--- src/rtl/mem_stage.sv ---
// EX/MEM pipeline register plus data-memory front end: store lane steering,
// load extraction/extension, and the handshake toward write-back.
module mem_stage #(
   parameter int EX_W = 80,
   parameter int MS_W = 74
) (
   input  logic            clk,
   input  logic            rst,
   input  logic            es_valid,
   input  logic [EX_W-1:0] ex_data,
   output logic            ms_allowin,
   output logic            data_req,
   output logic            data_we,
   output logic [3:0]      data_wstrb,
   output logic [31:0]     data_addr,
   output logic [31:0]     data_wdata,
   input  logic            data_ack,
   input  logic [31:0]     data_rdata,
   output logic            ms_valid,
   input  logic            ws_allowin,
   output logic [MS_W-1:0] ms_data,
   output logic            ms_misalign
);

   typedef enum logic [1:0] {IDLE, REQ, DONE} state_t;

   state_t state, state_nx;

   // Fields of the incoming bundle
   logic        ex_mem_write, ex_mem_read, ex_reg_write, ex_read_us;
   logic [3:0]  ex_mem_to_reg;
   logic [2:0]  ex_mem_mode;
   logic [31:0] ex_data2, ex_result;
   logic [4:0]  ex_rd;
   logic        ex_mem_op, ex_onehot, ex_illegal, accept;

   // Latched EX/MEM register
   logic        mem_write_q, reg_write_q, read_us_q, misalign_q;
   logic [3:0]  mem_to_reg_q;
   logic [2:0]  mem_mode_q;
   logic [31:0] data2_q, result_q, load_data_q;
   logic [4:0]  rd_q;

   logic [1:0]  off;
   logic [7:0]  byte_sel;
   logic [15:0] half_sel;
   logic [31:0] load_ext, wdata_c;
   logic [3:0]  wstrb_c;

   assign {ex_mem_write, ex_mem_read, ex_reg_write, ex_mem_to_reg, ex_mem_mode,
           ex_read_us, ex_data2, ex_rd, ex_result} = ex_data;

   assign ex_mem_op  = ex_mem_write | ex_mem_read;
   assign ex_onehot  = (ex_mem_mode == 3'b001) | (ex_mem_mode == 3'b010) |
                       (ex_mem_mode == 3'b100);
   assign ex_illegal = ex_mem_op & (~ex_onehot |
                       ((ex_mem_mode == 3'b010) & ex_result[0]) |
                       ((ex_mem_mode == 3'b100) & (ex_result[1:0] != 2'b00)));

   assign ms_allowin = (state == IDLE) | ((state == DONE) & ws_allowin);
   assign accept     = es_valid & ms_allowin;

   // NOTE: combinational blocks assign every output a default first so no latch is inferred.
   always_comb begin
      state_nx = state;
      case (state)
         IDLE: if (accept) state_nx = (ex_mem_op & ~ex_illegal) ? REQ : DONE;
         REQ:  if (data_ack) state_nx = DONE;
         DONE: if (ws_allowin) begin
            if (accept) state_nx = (ex_mem_op & ~ex_illegal) ? REQ : DONE;
            else        state_nx = IDLE;
         end
         default: state_nx = IDLE;
      endcase
   end

   assign off = result_q[1:0];

   always_comb begin
      byte_sel = data_rdata[7:0];
      case (off)
         2'd1:    byte_sel = data_rdata[15:8];
         2'd2:    byte_sel = data_rdata[23:16];
         2'd3:    byte_sel = data_rdata[31:24];
         default: byte_sel = data_rdata[7:0];
      endcase
      half_sel = off[1] ? data_rdata[31:16] : data_rdata[15:0];
      case (mem_mode_q)
         3'b001:  load_ext = read_us_q ? {24'b0, byte_sel} : {{24{byte_sel[7]}}, byte_sel};
         3'b010:  load_ext = read_us_q ? {16'b0, half_sel} : {{16{half_sel[15]}}, half_sel};
         default: load_ext = data_rdata;
      endcase
   end

   always_comb begin
      wstrb_c = 4'b0000;
      wdata_c = data2_q;
      case (mem_mode_q)
         3'b001: begin
            wstrb_c = 4'b0001 << off;
            wdata_c = {4{data2_q[7:0]}};
         end
         3'b010: begin
            wstrb_c = off[1] ? 4'b1100 : 4'b0011;
            wdata_c = {2{data2_q[15:0]}};
         end
         3'b100:  wstrb_c = 4'b1111;
         default: wstrb_c = 4'b0000;
      endcase
   end

   assign data_req    = (state == REQ);
   assign data_we     = data_req & mem_write_q;
   assign data_wstrb  = data_we ? wstrb_c : 4'b0000;
   assign data_wdata  = wdata_c;
   assign data_addr   = result_q;
   assign ms_valid    = (state == DONE);
   assign ms_misalign = misalign_q;
   assign ms_data     = {reg_write_q, mem_to_reg_q, rd_q, result_q, load_data_q};

   // NOTE: sequential state uses non-blocking assignments so every register samples pre-edge values.
   always_ff @(posedge clk) begin
      if (rst) begin
         state        <= IDLE;
         mem_write_q  <= 1'b0;
         reg_write_q  <= 1'b0;
         read_us_q    <= 1'b0;
         mem_to_reg_q <= 4'b0;
         mem_mode_q   <= 3'b0;
         data2_q      <= 32'b0;
         result_q     <= 32'b0;
         rd_q         <= 5'b0;
         load_data_q  <= 32'b0;
         misalign_q   <= 1'b0;
      end else begin
         state      <= state_nx;
         misalign_q <= accept & ex_illegal;
         if (accept) begin
            mem_write_q  <= ex_mem_write;
            reg_write_q  <= ex_reg_write & ~ex_illegal;
            read_us_q    <= ex_read_us;
            mem_to_reg_q <= ex_mem_to_reg;
            mem_mode_q   <= ex_mem_mode;
            data2_q      <= ex_data2;
            result_q     <= ex_result;
            rd_q         <= ex_rd;
            load_data_q  <= 32'b0;
         end else if ((state == REQ) && data_ack && !mem_write_q) begin
            load_data_q <= load_ext;
         end
      end
   end

endmodule
--- config.mk ---
export PLATFORM = sky130hd
export DESIGN_NAME = mem_stage
export DESIGN_NICKNAME = d
export VERILOG_FILES = /design/src/rtl/mem_stage.sv
export SDC_FILE = /design/constraint.sdc
export NUM_CORES = 1
export LEC_CHECK = 0
export BUFFER_PORTS_ARGS = -buffer_cell sky130_fd_sc_hd__buf_2
export CAP_MARGIN = 20
export CORE_MARGIN = 2
export CORE_UTILIZATION = 51
export CTS_BUF_LIST = sky130_fd_sc_hd__clkbuf_4 sky130_fd_sc_hd__clkbuf_8
export DETAILED_ROUTE_END_ITERATION = 16
export PLACE_DENSITY = 0.88
export SLEW_MARGIN = 20
export SYNTH_ARGS = -nofsm -noshare
export SYNTH_HDL_FRONTEND = slang
export SYNTH_SLANG_ARGS = --single-unit
--- constraint.sdc ---
create_clock -name clk -period 5 [get_ports clk]
set_input_delay 0.75 -clock clk [delete_from_list [all_inputs] [get_ports clk]]
set_output_delay 0.75 -clock clk [all_outputs]
set_load 0.01 [all_outputs]
==> flow_summary.toml, run 1 <==
[routing]
postRouteAntennaNets = 0
wl_met3_um = 1430
initialDrtViolationCount = 401
viasPerCell = 5.41
first_pass_iters = 5
vias = 5524
routed_wirelength_um = 16100
wl_met2_um = 7690
drcViolationCount = 0
route.layer.met1.wl_um = 6680
post_drt_wl_per_cell_um = 15.8
routed.top_layer = "met4"

[worst_setup_path]
worst_setup_path_start_kind = "flip-flop"
path_cells = "nor2b_1 -> o21ai_2 -> buf_4 -> a21bo_2 -> a21oi_1 -> buf_2"
path_buf_inv = 2
rr_startpoint = "mem_mode_q[1]$_SDFFE_PP0N_"
cp_data_arrival_time_ns = 2.88
end_kind = "output port"
cp_max_fo = 19
crit_type = "reg -> out"
crit_start = "mem_mode_q[1]$_SDFFE_PP0N_"
required_ns = 4.25
slowest_delay_ns = 0.78
slowest_stage = "nor2b_1"
crit_family = "simple AND/OR/NAND/NOR gates"

[place]
dpl.hpwl_um = 11400
placed_cells = 990
place_area_um2 = 6210
gp_congestion = 0.885
port_buffers = 263

[layout]
syn_to_final_growth_pct = 28.5
n_fill_cell = 895
instances_no_fill = 1022
diodes = 0
layout-drive-gt1-share_pct = 37.5
final_area_um2 = 6650
final_nets = 993

[clock_tree]
cts_root_buf = "clkbuf_8"
cts.sinks = 114
clock_tree.buffer_depth = 2
clkTransAtPathRegs_ns = 0.08
cts_tree = "yes"
ctsHoldBuffers = 0
h-tree-depth = 4
cts_setup_buffers = 0
cts_resized = 0
cts_buffers = 17
clk_latency_ns = 0.42

[logic_synthesis]
synth.most_common_cell = "nand2_1"
ys_seq_area_share_pct = 44.1
syn_area_um2 = 5170
yosysUniqueCellTypes = 43
synth.largest_area_cell = "dfxtp_1"
syn-instance-count = 677
syn-num-nets = 794
synth-edff-count = 0
async_reset_ff_share_pct = 0
synth_common_cells = "nand2_1 (210), a21oi_1 (116), dfxtp_1 (114)"
synth_ff_type = "dfxtp_1"
yosys-top-cells-area = "dfxtp_1 (44%), nand2_1 (15%), a21oi_1 (11%), buf_4 (6.1%), o21ai_0 (4.1%)"
ys_ff_latch = 114
synthesis.yosys.warnings = 0
synth.top_cell.area_share_pct = 44.1
syn_area_per_cell_um2 = 7.64

[global_routing]
grt_pass1_vias = 4971
grt_overflow = 0
grt_usage_pct = 28.2
grt_pass1_wl_um = 25000
grt_max_degree = 82
antenna_found_initial = 0

[floorplan]
die_h_um = 105
dieArea_um2 = 11000
core-area_um2 = 9820
rows = 36
ioPinCount = 264
initial_core_util_pct = 52.7
die_w_um = 105

[sta]
fmax_ghz = 0.276
slew_violations = 0
rsz0062_at_grt = "no"
max_slew_margin_pct = 26.8
whs_ns = 0.452
period_share_pct = 72.5
clock_skew_ns = 0.0127
hold_viol = 0
setup_tns_ns = 0
worst_pin_slew_ns = 1.10
finalSetupViolCount = 0
min_period_ns = 3.63

[pwr]
leakagePower_uw = 0.00320
peakVddDrop_mv = 0.213
power_density_nw_per_um2 = 339

[job]
maxCapViolCount = 0

[hold_path]
worstHoldPathType = "reg -> reg"
min-delay-start = "mem_to_reg_q[0]$_SDFFE_PP0N_"

[run_status]
status = "completed"
## worst min-delay path, cell delays in order, from the launching register on
cell and delay (ns):
dfxtp_1 0.31, nand2_1 0.05, a21oi_1 0.05
## placed cells by master (no fill, tap or decap), types with 9 or more instances in the layout
cell and instances:
nand3_1 9, buf_2 263, a21oi_2 10, nand2_1 209, mux2_2 15, dfxtp_1 114, a21oi_1 115, a22oi_1 9
clkbuf_8 17, o21ai_0 42
## layer usage
layer	vias up	track usage [%]
met5	-	0
met4	0	8.95
met3	28	7.74
met2	320	45.8
met1	2522	36.3
li1	2654	-
## kinds of logic (layout without fill, tap and decap cells)
family                 Yosys count  count (layout)  synth area share, %
AOI/OAI and AO/OA              202             202                 22.0
buffers and inverters           93             305                 10.0
DFF                            114             114                 44.1
muxes                           17              17                 3.89
and+or+nand+nor                251             251                 20.0
## state kept, by name, indices dropped and copies added (netlist names)
register and cells:
data2_q 32, data_addr 32, load_data_q 32, mem_mode_q 3
mem_to_reg_q 4, mem_write_q 1, ms_misalign 1, rd_q 5
read_us_q 1, reg_write_q 1, state 2
## final timing paths
kind | end | slack [ns] | depth (start not counted)
setup / recovery | data_wstrb[3] | 1.37 | 6
hold / removal | mem_to_reg_q[0]$_SDFFE_PP0N_ | 0.45 | 2
setup reg to reg | load_data_q[20]$_SDFFE_PP0P_ | 2.48 | 4
hold reg to reg | mem_to_reg_q[0]$_SDFFE_PP0N_ | 0.45 | 2
## through the flow
stage / total power, uW / setup slack [ns] / util [%]
6_report: 2250 / 1.37 / 67.7
5_1_grt: 2340 / 1.13 / 67.7
4_1_cts: 2260 / 1.34 / 67.6
3_5_place_dp: 1330 / 1.81 / 63.2
3_3_place_gp: 1330 / 1.95 / 63.2
2_1_floorplan: 1210 / 2.67 / -
## layout make-up
class	count	area, um^2	area share [%]
Sequential cell	114	2280	34.3
Tap cell	133	166	2.50
Clock inverter	15	195	2.94
Inverter	4	15.0	0.226
Clock buffer	17	234	3.52
Multi-Input combinational cell	470	2390	36.0
Timing Repair Buffer	269	1360	20.5
## power breakdown
part           total, uW  switching [uW]  internal (uW)  leakage, uW
registers            991            39.1            952     0.000933
logic                327             194            133      0.00206
clock network        932             423            509     0.000216
total               2250             656           1590      0.00320
No activity file was read; power rests on OpenSTA's default activity.
==> inputs of run 2 (changes only) <==
Settings changed: ABC_AREA set to 1, CORE_UTILIZATION 51 to 47, PLACE_DENSITY 0.88 to 0.82.
Clock period 5 ns to 3.5 ns, I/O delays scaled along.
==> run 2 against run 1 <==
Clock power up 45%; design area down 0.32%; setup slack got worse by 0.65 ns; core utilization fell by 6.3 points; via count is 4.7% lower; register-to-register slack got worse by 1.2 ns; global-route usage decreased by 3.5 points; final cell count up 2.6%; synthesized cell count increased by 0.59%; power rose by 46%; largest cell class is now flip-flops and latches.
==> flow_summary.toml, run 2 <==
[pwr]
power_density_nw_per_um2 = 495
leakagePower_uw = 0.00347
peakVddDrop_mv = 0.332
finalPower_uw = 3280

[sta]
rsz0062_at_grt = "no"
finalSetupViolCount = 0
min_period_ns = 2.77
slew_violations = 0
max_slew_margin_pct = 37.6
worst_pin_slew_ns = 0.934
fmax_ghz = 0.360
setup_tns_ns = 0
clock_skew_ns = 0.0120
whs_ns = 0.301
hold_viol = 0
period_share_pct = 79.3

[place]
port_buffers = 263
gp_congestion = 0.899
dpl.hpwl_um = 10900

[worst_setup_path]
cp_max_fo = 34
required_ns = 2.97
crit_start = "mem_mode_q[2]$_SDFFE_PP0N_"
end_kind = "output port"
cp_data_arrival_time_ns = 2.25
slowest_delay_ns = 0.55
path_cells = "inv_1 -> nand3_1 -> buf_4 -> nand2_1 -> o21ai_0 -> buf_2"
slowest_stage = "nand2_1"
rr_startpoint = "mem_mode_q[1]$_SDFFE_PP0N_"
worst_setup_path_start_kind = "flip-flop"
crit_type = "reg -> out"
r2r_setup_slack_ns = 1.25

[logic_synthesis]
ys_seq_area_share_pct = 44.2
synth_top_family_by_area = "compound AO/OA/AOI/OAI gates"
ys_ff_latch = 114
synthMuxAreaShare_pct = 0
syn-num-nets = 798
synth_common_cells = "dfxtp_1 (114), inv_1 (96), nand2_1 (86)"
synthSimpleGateAreaFrac_pct = 14.8
synth_ff_type = "dfxtp_1"
syn-instance-count = 681
synth_compound_area_share_pct = 23.5
synth.largest_area_cell = "dfxtp_1"
synth-edff-count = 0
yosysUniqueCellTypes = 26
synthesis.yosys.warnings = 0
synth_xor_area_share_pct = 0
yosys-top-cells-area = "dfxtp_1 (44%), o21ai_0 (7.4%), inv_1 (7.0%), a22o_1 (6.6%), buf_4 (6.4%)"
synth.top_cell.area_share_pct = 44.2
syn_area_um2 = 5160
synthAdderAreaFrac_pct = 0
syn_area_per_cell_um2 = 7.58
synth.most_common_cell = "dfxtp_1"
async_reset_ff_share_pct = 0

[routing]
postRouteAntennaNets = 0
first_pass_iters = 5
viasPerCell = 5.02
vias = 5264
post_drt_wl_per_cell_um = 14.2
routed_wirelength_um = 14900
drcViolationCount = 0
initialDrtViolationCount = 420

[floorplan]
die_w_um = 109
core-area_um2 = 10800
initial_core_util_pct = 47.8
die_h_um = 109
ioPinCount = 264
rows = 38
dieArea_um2 = 11800

[global_routing]
grt_util_met3_pct = 6.69
grt_pass1_vias = 4541
grt_usage_pct = 24.6
grt_use_met2_pct = 39.6
grt_util_met1_pct = 32.3
busiest_layer = "met2"
grt_max_degree = 65
grt_pass1_wl_um = 22700
grt_overflow = 0
antenna_found_initial = 0

[clock_tree]
cts_setup_buffers = 0
cts_root_buf = "clkbuf_8"
clk_latency_ns = 0.42
clock_tree.buffer_depth = 2
h-tree-depth = 4
ctsHoldBuffers = 0
cts_buffers = 17
cts_tree = "yes"
clkTransAtPathRegs_ns = 0.08
cts.sinks = 114
cts_resized = 0

[layout]
final_nets = 1013
layout-drive-gt1-share_pct = 35.6
syn_to_final_growth_pct = 28.4
final_common_cell = "buf_2"
diodes = 0
final_cell_mix = "buf_2 (263), dfxtp_1 (114), inv_1 (96), nand2_1 (86), o21ai_0 (76)"
n_fill_cell = 1017

[job]
maxCapViolCount = 0

[hold_path]
min-delay-start = "ex_data[55]"
worstHoldPathType = "in -> reg"

[run_status]
status = "completed"
-- run 2: worst paths after layout --
check                                                   end  cells past startpoint
worst min register to register     data2_q[28]$_SDFFE_PP0N_                      2
worst max-delay path                         data_wdata[11]                      6
worst min-delay path               data2_q[18]$_SDFFE_PP0N_                      3
worst max register to register  load_data_q[0]$_SDFFE_PP0P_                      9
-- run 2: cells by family after synthesis --
kind of cell,after synthesis
flops,114
buf+inv,178
simple gates,182
compound gates,207
-- run 2: worst max-delay path: cells and delay by family (launching register included) --
family	cells	cell delay, ns
AO/OA/AOI/OAI	1	0.44
buffers and inverters	3	0.43
flip-flops	1	0.35
AND/OR/NAND/NOR	2	0.61
-- run 2: where the power goes --
| part | switching (uW) | leakage (uW) | internal (uW) | total (uW) |
|---|---|---|---|---|
| sequential | 47.7 | 0.000933 | 1370 | 1420 |
| clock | 620 | 0.000211 | 728 | 1350 |
| combinational | 311 | 0.00233 | 201 | 511 |
| total | 979 | 0.00347 | 2300 | 3280 |
-- run 2: cell type report --
cell class,instances,area (um^2),share of cell area [%]
Tap cell,140,175,2.64
Clock buffer,17,234,3.53
Timing Repair Buffer,270,1370,20.7
Multi-Input combinational cell,389,1980,29.9
Sequential cell,114,2280,34.4
Clock inverter,15,195,2.95
Inverter,104,390,5.89
-- run 2: stage by stage --
step / setup WS (ns) / area [um^2] / util, % / std cells
6_report: 0.726 / 6630 / 61.4 / 1049
5_1_grt: 0.451 / 6630 / 61.4 / 1049
4_1_cts: 0.715 / 6630 / 61.4 / 1049
3_5_place_dp: 1.18 / 6200 / 57.4 / 1017
3_3_place_gp: 1.31 / 6200 / 57.4 / 1017
2_1_floorplan: 1.61 / 5160 / - / 681
-- run 2: layer usage --
layer,vias up,share of wire [%]
met4,0,1.4
met1,2377,41
met2,265,48
met5,-,0
met3,18,9.7
li1,2604,-
==> inputs of run 3 (changes only) <==
Settings changed: CORE_UTILIZATION 47 to 43, PLACE_DENSITY 0.82 to 0.79.
Clock period 3.5 ns to 2.3 ns, I/O delays scaled along.
==> run 3 against run 2 <==
Clock power up 44%; routed wire length up 5.0%; via count down 1.4%; register-to-register slack worse by 0.74 ns; first-iteration DRC count up 0.71%; setup slack worse by 0.54 ns; sequential share of layout area down 0.42 points; design area up 1.3%; sequential cell count unchanged; highest routed layer unchanged; non-clock buffer count up 4; clock skew down 0.0032 ns; critical path depth up 1.
==> flow_summary.toml, run 3 (synthesis gave the netlist of run 2 again) <==
[worst_setup_path]
rr_worst_depth = 10
required_ns = 1.96
cp_num_cells = 7
cp_max_fo = 32
worst_setup_path_start_kind = "flip-flop"
path_buf_inv = 4
crit_type = "reg -> out"
slowest_delay_ns = 0.34
slowest_stage = "dfxtp_1"
cp_data_arrival_time_ns = 1.77
path_cells = "inv_1 -> nand3_1 -> buf_6 -> nand2_1 -> buf_12 -> o21ai_0 -> buf_2"
end_kind = "output port"
rr_startpoint = "mem_mode_q[1]$_SDFFE_PP0N_"
crit_start = "mem_mode_q[1]$_SDFFE_PP0N_"
crit_family = "buffers and inverters"

[sta]
period_share_pct = 92.0
final.setup.worst_slack_ns = 0.185
clock_skew_ns = 0.00875
setup_tns_ns = 0
fmax_ghz = 0.473
finalSetupViolCount = 0
rsz0062_at_grt = "no"
min_period_ns = 2.12
max_slew_margin_pct = 66.2
slew_violations = 0
hold_viol = 0
worst_pin_slew_ns = 0.505
whs_ns = 0.105

[layout]
final_cell_mix = "buf_2 (263), dfxtp_1 (113), inv_1 (96), nand2_1 (85), o21ai_0 (75)"
final_nets = 1017
layout-drive-gt1-share_pct = 36.1
final_common_cell = "buf_2"
final_util_pct = 56.6
syn_to_final_growth_pct = 30.0
diodes = 0
n_fill_cell = 1173

[clock_tree]
clock_tree.buffer_depth = 2
cts_resized = 0
clkTransAtPathRegs_ns = 0.06
ctsHoldBuffers = 0
cts_tree = "yes"
cts.sinks = 114
cts_setup_buffers = 0
h-tree-depth = 4
cts_root_buf = "clkbuf_8"
clk_latency_ns = 0.43
cts_buffers = 17

[pwr]
power_density_nw_per_um2 = 734
leakagePower_uw = 0.00352
finalPower_uw = 4930
peakVddDrop_mv = 0.394

[place]
place_worst_setup_slack_ns = 0.488
dpl.hpwl_um = 11600
port_buffers = 263
gp_congestion = 0.881

[global_routing]
grt_usage_pct = 23.6
antenna_found_initial = 0
grt_overflow = 0
grt_pass1_wl_um = 23900
grt_pass1_vias = 4676
grt_max_degree = 65

[floorplan]
die_w_um = 114
ioPinCount = 264
initial_core_util_pct = 43.5
core-area_um2 = 11900
die_h_um = 114
rows = 40
dieArea_um2 = 12900

[job]
maxCapViolCount = 0

[hold_path]
hold_depth = 3
min-delay-start = "ex_data[55]"
worstHoldPathType = "in -> reg"

[routing]
viasPerCell = 4.91
first_pass_iters = 5
postRouteAntennaNets = 0
post_drt_wl_per_cell_um = 14.8
drcViolationCount = 0
routed_wirelength_um = 15700
initialDrtViolationCount = 423
vias = 5192

[run_status]
status = "completed"
==> run 3: tightest hold or removal path: stages <==
cell and delay [ns]:
buf_2 0.07, nand2_1 0.04, o21ai_0 0.05
==> run 3: worst paths after layout <==
path / end / slack (ns)
setup / recovery: data_wdata[13] / 0.18
hold / removal: data2_q[18]$_SDFFE_PP0N_ / 0.11
setup reg to reg: load_data_q[8]$_SDFFE_PP0P_ / 0.51
hold reg to reg: reg_write_q$_SDFFE_PP0N_ / 0.45
==> run 3: layout make-up <==
type	count	area (um^2)	area share, %
repair buffers	274	1450	21.6
clock buffers	26	345	5.15
flip-flops and latches	114	2280	34.0
clock inverters	4	70.1	1.04
inverters	104	390	5.82
multi-input cells	389	1980	29.6
well taps	147	184	2.74
==> run 3: routing by layer <==
metal | wire [um] | vias up | track usage, % | share of wire [%]
met5 | 0 | - | 0 | 0
met2 | 6960 | 217 | 34.7 | 44
li1 | - | 2606 | - | -
met4 | 245 | 0 | 8.70 | 1.6
met3 | 1320 | 22 | 7.70 | 8.4
met1 | 7160 | 2347 | 32.3 | 46
==> run 3: per-stage QoR <==
stage,cell area [um^2],instances
after floorplan,5160,681
after global placement,6270,1028
after detailed placement,6270,1028
after CTS,6690,1058
after global routing,6710,1058
final,6710,1058
==> run 3: where the power goes <==
part / leakage (uW) / internal (uW) / switching [uW] / total [uW]
Combinational: 0.00236 / 328 / 486 / 814
Clock: 0.000218 / 1180 / 771 / 1950
Sequential: 0.000933 / 2090 / 77.1 / 2170
Total: 0.00352 / 3590 / 1330 / 4930
